$ cat src/rtl/branch_ctrl.sv
// rtl/branch_ctrl.sv - conditional-branch strobe sequencer with taken/not-taken statistics
// Moore FSM: each state's strobes are registered so they are glitch-free on the shared bus.
module branch_ctrl #(
  parameter int CNT_W = 16
) (
  input  logic             clk,
  input  logic             clr_n,
  input  logic             start,
  input  logic             con_q,
  output logic             busy,
  output logic             gra,
  output logic             r_out,
  output logic             con_en,
  output logic             pc_out,
  output logic             y_in,
  output logic             c_out,
  output logic             alu_add,
  output logic             z_in,
  output logic             zlo_out,
  output logic             pc_in,
  output logic             done,
  output logic             taken,
  output logic [CNT_W-1:0] taken_cnt,
  output logic [CNT_W-1:0] ntaken_cnt
);

  typedef enum logic [2:0] {
    S_IDLE, S_RA, S_CON, S_PC, S_ADD, S_WB, S_FIN
  } state_t;

  typedef struct packed {
    logic busy;
    logic gra;
    logic r_out;
    logic con_en;
    logic pc_out;
    logic y_in;
    logic c_out;
    logic alu_add;
    logic z_in;
    logic zlo_out;
    logic pc_in;
    logic done;
  } strobe_t;

  state_t           state_q, state_d;
  strobe_t          strb_q, strb_d;
  logic             taken_q, taken_d;
  logic [CNT_W-1:0] taken_cnt_q, taken_cnt_d;
  logic [CNT_W-1:0] ntaken_cnt_q, ntaken_cnt_d;

  always_comb begin
    state_d = state_q;
    case (state_q)
      S_IDLE:  if (start) state_d = S_RA;
      S_RA:    state_d = S_CON;
      S_CON:   state_d = S_PC;
      S_PC:    state_d = S_ADD;
      S_ADD:   state_d = S_WB;
      S_WB:    state_d = S_FIN;
      S_FIN:   state_d = start ? S_RA : S_IDLE;
      default: state_d = S_IDLE;
    endcase

    // Strobes are decoded from the next state so they appear in the state's own cycle.
    strb_d = '0;
    case (state_d)
      S_RA: begin
        strb_d.busy  = 1'b1;
        strb_d.gra   = 1'b1;
        strb_d.r_out = 1'b1;
      end
      S_CON: begin
        strb_d.busy   = 1'b1;
        strb_d.gra    = 1'b1;
        strb_d.r_out  = 1'b1;
        strb_d.con_en = 1'b1;
      end
      S_PC: begin
        strb_d.busy   = 1'b1;
        strb_d.pc_out = 1'b1;
        strb_d.y_in   = 1'b1;
      end
      S_ADD: begin
        strb_d.busy    = 1'b1;
        strb_d.c_out   = 1'b1;
        strb_d.alu_add = 1'b1;
        strb_d.z_in    = 1'b1;
      end
      S_WB: begin
        strb_d.busy    = 1'b1;
        strb_d.zlo_out = 1'b1;
        strb_d.pc_in   = con_q;
      end
      S_FIN:   strb_d.done = 1'b1;
      default: strb_d = '0;
    endcase

    taken_d      = taken_q;
    taken_cnt_d  = taken_cnt_q;
    ntaken_cnt_d = ntaken_cnt_q;
    // Result of the write-back cycle is committed on the WB->FIN edge.
    if (state_q == S_WB) begin
      taken_d = strb_q.pc_in;
      if (strb_q.pc_in) taken_cnt_d = taken_cnt_q + CNT_W'(1);
      else              ntaken_cnt_d = ntaken_cnt_q + CNT_W'(1);
    end
  end

  always_ff @(posedge clk or negedge clr_n) begin
    if (!clr_n) begin
      state_q      <= S_IDLE;
      strb_q       <= '0;
      taken_q      <= 1'b0;
      taken_cnt_q  <= '0;
      ntaken_cnt_q <= '0;
    end else begin
      state_q      <= state_d;
      strb_q       <= strb_d;
      taken_q      <= taken_d;
      taken_cnt_q  <= taken_cnt_d;
      ntaken_cnt_q <= ntaken_cnt_d;
    end
  end

  assign busy       = strb_q.busy;
  assign gra        = strb_q.gra;
  assign r_out      = strb_q.r_out;
  assign con_en     = strb_q.con_en;
  assign pc_out     = strb_q.pc_out;
  assign y_in       = strb_q.y_in;
  assign c_out      = strb_q.c_out;
  assign alu_add    = strb_q.alu_add;
  assign z_in       = strb_q.z_in;
  assign zlo_out    = strb_q.zlo_out;
  assign pc_in      = strb_q.pc_in;
  assign done       = strb_q.done;
  assign taken      = taken_q;
  assign taken_cnt  = taken_cnt_q;
  assign ntaken_cnt = ntaken_cnt_q;

endmodule
$ cat config.mk
export PLATFORM = sky130hd
export DESIGN_NAME = branch_ctrl
export DESIGN_NICKNAME = d
export VERILOG_FILES = /design/src/rtl/branch_ctrl.sv
export SDC_FILE = /design/constraint.sdc
export NUM_CORES = 1
export LEC_CHECK = 0
export BUFFER_PORTS_ARGS = -buffer_cell sky130_fd_sc_hd__clkbuf_2
export CAP_MARGIN = 20
export CORE_MARGIN = 4
export CORE_UTILIZATION = 35
export CTS_CLUSTER_DIAMETER = 50
export DETAILED_ROUTE_END_ITERATION = 12
export PLACE_DENSITY = 0.58
export SLEW_MARGIN = 10
export SYNTH_ARGS = -nofsm -noshare
export SYNTH_HDL_FRONTEND = slang
export SYNTH_SLANG_ARGS = --single-unit
$ cat constraint.sdc
create_clock -name clk -period 2.8 [get_ports clk]
set_clock_uncertainty 0.05 [all_clocks]
set_input_delay 0.42 -clock clk [delete_from_list [all_inputs] [get_ports clk]]
set_output_delay 0.42 -clock clk [all_outputs]
set_load 0.01 [all_outputs]
==> metrics.md, run 1 <==
| Metric | Value |
|---|---|
| Status | `completed` |
| GRT Residual Overflow | `0` |
| Sequential area share after synthesis | `roughly 58%` |
| Tightest Pin Transition | `0.762 ns` |
| DRC | `0` |
| Seq cells post-synth | `44` |
| Vias in the first global route | `1255` |
| Largest net degree at the start of global routing | `45` |
| Worst-Skew Late Latency | `0.29 ns` |
| Yosys Warn Count | `0` |
| Initial Utilization | `36.7%` |
| Power, Total | `approximately 1.7 mW` |
| Comb pwr share | `21.6%` |
| Die H | `81.6 microns` |
| CP Max Fanout | `13` |
| Worst min path class | `in2async` |
| DP HPWL | `around 2600 microns` |
| Fin crit share | `68.5%` |
| CP max stage delay | `0.50 ns` |
| Reg clk slew, reported paths | `~0.08 ns` |
| PnR worst setup slack | `0.881 ns` |
| H-tree Lvls | `2` |
| Pwr Density | `727 mW/mm^2` |
| Most frequent cells in the layout | `48 x clkbuf_2, 44 x dfrtp_1, 23 x xnor2_1` |
| Crit Path Category | `reg2reg` |
| Drt pass-1 iters | `4` |
| Synth Area per Inst | `11.5 sq um` |
| Clock root cell | `clkbuf_8` |
| Cts hold-fix bufs | `0` |
| Core area | `0.00517 sq mm` |
| Final-layout fill cell count | `505` |
| Area Growth Syn to Fin | `19.7%` |
| Most common cell after layout, fill and taps aside | `clkbuf_2` |
| First-pass GRT wire length | `5960 microns` |
| Post-synthesis net count | `between 150 and 200` |
| Layout Nets | `approximately 220` |
| Number of port buffers | `48` |
| Multi-input logic area | `just over 700 sq um` |
| Register area | `0.00110 sq mm` |
| I/O pin count | `49` |
| Worst path cell trace | `and4b_2 -> nand4_1 -> or3b_1 -> xnor2_1` |
| Worst R2R Start | `state_q[1]` |
| Netlist cell types | `33` |
| Chip width | `81.6 microns` |
| Synthesized area | `between 0.0015 and 0.002 sq mm` |
| CTS Buffer Depth | `2` |
| Share of layout cells above drive strength 1 | `28.9%` |
| Reg2reg path depth | `4` |
| Vias | `~1300` |
| Setup-failing EPs final | `0` |
| GR Util All Layers | `11.7%` |
| Slowest CP cell | `dfrtp_1` |
| P_sw | `0.523 mW` |
| Routability cong. | `0.837` |
| Clock sink count | `44` |
| Clock Power Share | `25.4%` |
| Final slew viol count | `0` |
| Diode count | `0` |
| Fin area | `0.00227 sq mm` |
| Beginning of the critical path | `state_q[1]` |
| VDD IR max | `0.000606 V` |
| Wirelength per Cell | `12.6 microns` |
| Sequential power share | `between 50 and 60%` |
| Maximum achievable frequency | `0.521 GHz` |
| Initial DRC count | `58` |
| Startpoint types | `flip-flop` |
| Crit path buf inv count | `0` |
| Syn Inst Count | `165` |
| Num CTS Buffers | `5` |
| Min Tclk post-route | `1.92 ns` |
| Gates resized, CTS repair | `0` |
| Row cnt | `26` |
| Slew headroom | `48.8%` |
| Critical Path Stages | `4` |
| Worst slack at placement | `0.883 ns` |
| Initial antenna violation count | `0` |
| P_int | `1.13 mW` |
| Max Cap Violations | `0` |
| Leakage | `between 1 and 1.5 nW` |
| RSZ-0062 raised after global routing | `no` |
| Area of placed instances | `around 0.0022 sq mm` |
| Vias/cell | `approximately 4.7` |
| Final wirelength | `between 3000 and 4000 microns` |
| Worst path arrival time | `2.04 ns` |
| CTS tree | `built` |
| Die area | `0.00666 sq mm` |
| Switching share of power | `31.7%` |
| Remaining antenna violation count after routing | `0` |
| Final hold viol count | `0` |
| Post-CTS setup buffers | `0` |
| Required time worst endpoint | `2.93 ns` |
| Kind of end point of the critical path | `flip-flop` |
| Final TNS setup | `0 ns` |
| Critical path's top delay family | `simple AND/OR/NAND/NOR gates` |
==> cell type report <==
type                            count  share of cell area [%]
Sequential cell                    44                    48.5
Clock buffer                        7                    4.24
Inverter                            4                   0.661
Timing Repair Buffer               49                    10.9
Tap cell                           70                    3.86
Multi-Input combinational cell    107                    31.8
==> synthesized netlist by cell type (all sizes together) <==
library cell | count | area (sq um)
inv | 4 | 15.0
o21ai | 2 | 10.0
mux2 | 1 | 11.3
nand2b | 3 | 18.8
nand3b | 1 | 7.51
and2 | 3 | 18.8
and4b | 1 | 11.3
clkbuf | 2 | 7.51
a21oi | 1 | 5.00
a21o | 1 | 7.51
and4 | 1 | 8.76
nand4b | 1 | 8.76
nor4 | 3 | 25.0
nand3 | 8 | 40.0
dfrtp | 44 | 1100
o31ai | 1 | 7.51
ha | 2 | 25.0
and3 | 5 | 31.3
nor3b | 1 | 7.51
and4bb | 1 | 12.5
o21bai | 1 | 7.51
or3b | 1 | 8.76
xor2 | 7 | 61.3
buf | 8 | 50.1
nand4 | 8 | 65.1
nor2 | 9 | 33.8
a31oi | 1 | 6.26
nor3 | 3 | 15.0
nand2 | 18 | 67.6
xnor2 | 23 | 201
==> worst reg2reg max path: cells and delay by family, from the launching register on <==
family / cells / cell delay [ns]
simple gates: 3 / 1.13
flops: 1 / 0.50
xor+xnor: 1 / 0.13
==> worst paths after layout <==
check	endpoint	slack, ns
min reg2reg	ntaken_cnt[15]	0.42
max	taken_cnt[15]	0.88
min in group clk	pc_in	0.28
max reg2reg	taken_cnt[15]	0.88
min	ntaken_cnt[6]	0.15
max in group asynchronous	ntaken_cnt[4]	2.18
==> stage by stage <==
stage | hold WS, ns | instances | utilization [%]
floorplan | 0.0744 | 165 | -
global placement | 0.413 | 274 | 42.0
detailed placement | 0.412 | 274 | 42.0
CTS | 0.169 | 281 | 43.9
global route | 0.189 | 281 | 43.9
finish | 0.151 | 281 | 43.9
==> power groups by stage <==
stage                     Combinational, mW  Clock [mW]  Sequential, mW
final                                 0.356       0.419           0.875
after global routing                  0.407       0.466           0.900
after CTS                             0.366       0.437           0.878
after detailed placement              0.362           0           0.889
after global placement                0.363           0           0.885
after floorplan                       0.238           0           0.874
==> kinds of logic (layout without fill, tap and decap cells) <==
kind of cell / count (synthesis) / in the layout / share of synthesized area (%)
multiplexers: 1 / 1 / 0.594
AO/OA/AOI/OAI: 7 / 7 / 2.31
flip-flops: 44 / 44 / 58.0
XOR/XNOR: 30 / 30 / 13.9
AND/OR/NAND/NOR: 67 / 67 / 20.1
adder cells (fa/ha/maj): 2 / 2 / 1.32
buffers and inverters: 14 / 60 / 3.83
==> metal layers <==
metal  GRT usage [%]  share of wire, %  up-vias  routed length [microns]
met5               0                 0        -                        0
met4            3.99               1.4        0                       48
met3            3.84               7.7        8                      274
met2            18.6                45       34                     1590
met1            14.9                46      627                     1640
li1                -                 -      641                        -
Note: power is estimated with default switching activity, not from simulation.
==> run 2, diff against run 1 <==
- ABC_AREA: unset -> 1
- PLACE_DENSITY: 0.58 -> 0.59
- clock period: 2.8 -> 1.6 ns (I/O delays scaled with it)
==> metrics.md, run 2 <==
| Metric | Value |
|---|---|
| CP max stage delay | `0.38 ns` |
| Top cells by area, synth | `dfrtp_1 49%, nand2_1 16%, nor2_1 6.7%` |
| Clock sink count | `44` |
| Seq cells post-synth | `44` |
| PnR worst setup slack | `0.183 ns` |
| Slew headroom | `82.6%` |
| CP Max Fanout | `11` |
| Row cnt | `28` |
| Worst path cell trace | `inv_1 -> nand3_4 -> nor2_8 -> nand2_2 -> nor2_2 -> nand2_1 -> nand2_1 -> nand2_1` |
| Syn Inst Count | `282` |
| Wirelength per Cell | `11.2 microns` |
| Number of port buffers | `48` |
| Flop2flop setup slack | `0.18 ns` |
| DP HPWL | `between 3000 and 4000 microns` |
| H-tree Lvls | `2` |
| Largest net degree at the start of global routing | `45` |
| Final hold viol count | `0` |
| Initial Utilization | `37.0%` |
| Critical Path Stages | `8` |
| Routability cong. | `0.857` |
| Kind of end point of the critical path | `flip-flop` |
| Crit Path Category | `reg2reg` |
| Ys flop type | `dfrtp_1` |
| Synth Area in Compound Gates | `3.38%` |
| Sequential area share after synthesis | `48.8%` |
| Worst min path class | `in2reg` |
| Die H | `88.3 microns` |
| Crit path buf inv count | `1` |
| Synth Area in Adders | `1.11%` |
| Tightest Pin Transition | `about 0.26 ns` |
| Multiplexer share of the synthesized area | `0%` |
| CP most frequent cell | `nand2_1` |
| Clock root cell | `clkbuf_8` |
| Most frequent cells in the layout | `96 x nand2_1, 48 x clkbuf_2, 44 x dfrtp_1` |
| Most frequent cell after synthesis | `nand2_1` |
| Layout Nets | `345` |
| Chip width | `88.3 microns` |
| Min Tclk post-route | `1.42 ns` |
| Yosys top cell by area | `dfrtp_1` |
| Post-synth ARST share | `100%` |
| Vias | `~1900` |
| Beginning of the critical path | `state_q[1]` |
| Share of layout cells above drive strength 1 | `22.4%` |
| CTS tree | `built` |
| Synthesized area | `0.00226 sq mm` |
| Vias in the first global route | `between 1500 and 2000` |
| Most frequent cells after synthesis | `96 x nand2_1, 44 x dfrtp_1, 40 x nor2_1, 32 x inv_1, 14 x o21ai_0` |
| Initial DRC count | `76` |
| GR Util All Layers | `13.1%` |
| Max Cap Violations | `0` |
| Xor-xnor portion of the synthesized cell area | `6.21%` |
| Initial antenna violation count | `0` |
| Fin crit share | `approximately 89%` |
| Maximum achievable frequency | `0.706 GHz` |
| Largest family of logic cells by synthesized area | `simple AND/OR/NAND/NOR gates` |
| Reg2reg path depth | `8` |
| Yosys Warn Count | `0` |
| Reg clk slew, reported paths | `0.09 ns` |
| CTS Buffer Depth | `2` |
| RSZ-0062 raised after global routing | `no` |
| First-pass GRT wire length | `8000 microns` |
| Slowest CP cell | `dfrtp_1` |
| Worst-Skew Late Latency | `0.30 ns` |
| FF-to-FF End | `taken_cnt[10]` |
| Final slew viol count | `0` |
| GRT Residual Overflow | `0` |
| EDFF count, synth | `0` |
| Remaining antenna violation count after routing | `0` |
| Vias/cell | `4.51` |
| CP endpoint | `taken_cnt[10]` |
| Pwr Density | `1100 mW/mm^2` |
| Core area | `0.00610 sq mm` |
| Synth Area in Simple Gates | `32.8%` |
| Required time worst endpoint | `1.74 ns` |
| Worst path arrival time | `around 1.6 ns` |
| I/O pin count | `49` |
| Diode count | `0` |
| Drt pass-1 iters | `4` |
| DRC | `0` |
| Setup-failing EPs final | `0` |
| Status | `completed` |
| Synth Area per Inst | `roughly 8.0 sq um` |
| Startpoint types | `flip-flop` |
| Num CTS Buffers | `5` |
| Die area | `0.00779 sq mm` |
| Worst slack at placement | `0.146 ns` |
| Area Growth Syn to Fin | `20.3%` |
| Final wirelength | `4660 microns` |
| Critical path's top delay family | `simple AND/OR/NAND/NOR gates` |
| Area share of the largest cell type after synthesis | `48.8%` |
| VDD IR max | `0.000562 V` |
| Most common cell after layout, fill and taps aside | `nand2_1` |
| Final TNS setup | `0 ns` |
| Leakage | `about 1.4 nW` |
| Worst R2R Start | `state_q[1]` |
| Post-synthesis net count | `roughly 290` |
| Netlist cell types | `22` |
-- run 2: how the worst min path moves through the flow --
stage,from,endpoint,slack (ns),cells past startpoint
2_1_floorplan,clr_n,alu_add,-0.11,0
3_3_place_gp,clr_n,alu_add,0.19,2
3_5_place_dp,clr_n,alu_add,0.19,2
4_1_cts,con_q,pc_in,0.06,3
5_1_grt,con_q,pc_in,0.07,3
6_report,con_q,pc_in,0.07,3
-- run 2: metal layers --
metal | part of all wire, % | routed length, microns | vias up | GRT usage [%]
li1 | - | - | 984 | -
met1 | 45 | 2080 | 844 | 16.2
met2 | 47 | 2190 | 37 | 21.8
met3 | 6.9 | 324 | 5 | 4.38
met4 | 1.5 | 68 | 0 | 4.12
met5 | 0 | 0 | - | 0
-- run 2: cells by family after synthesis --
family	count (synthesis)
flip-flops	44
AND/OR/NAND/NOR	166
adder cells (fa/ha/maj)	2
AO/OA/AOI/OAI	15
buffers and inverters	39
XOR/XNOR	16
-- run 2: power breakdown --
group	switching, mW	internal [mW]
clock	0.405	0.309
combinational	0.496	0.324
sequential	0.152	1.30
total	1.05	1.93
-- run 2: area by class of cell --
type                            instances  area, sq um
Clock inverter                          3         23.8
Sequential cell                        44         1100
Tap cell                               75         93.8
Fill cell                             646         3380
Multi-Input combinational cell        199          983
Timing Repair Buffer                   57          323
Clock buffer                            5         68.8
Inverter                               32          120
-- run 2: what timing repair did --
action | 4_1_cts | 5_1_grt
gates resized for setup | 0 | 1
setup endpoints to repair | 0 | 1
hold buffers | 1 | 0
endpoints found under the hold margin | 44 | 0
setup buffers | 0 | 0
-- run 2: per-stage QoR --
stage | utilization (%) | std cells | hold WS (ns) | power (mW) | area (sq um)
after floorplan | - | 282 | -0.106 | 2.01 | 2260
after global placement | 42.8 | 406 | 0.191 | 2.31 | 2610
after detailed placement | 42.8 | 406 | 0.192 | 2.32 | 2610
after CTS | 44.5 | 415 | 0.0640 | 3.05 | 2710
after global routing | 44.5 | 415 | 0.0711 | 3.20 | 2710
final | 44.5 | 415 | 0.0694 | 2.99 | 2710
-- run 2: tightest hold or removal path, cell delays in order --
cell and delay (ns):
clkbuf_2 0.08, inv_1 0.04, nor2_1 0.03
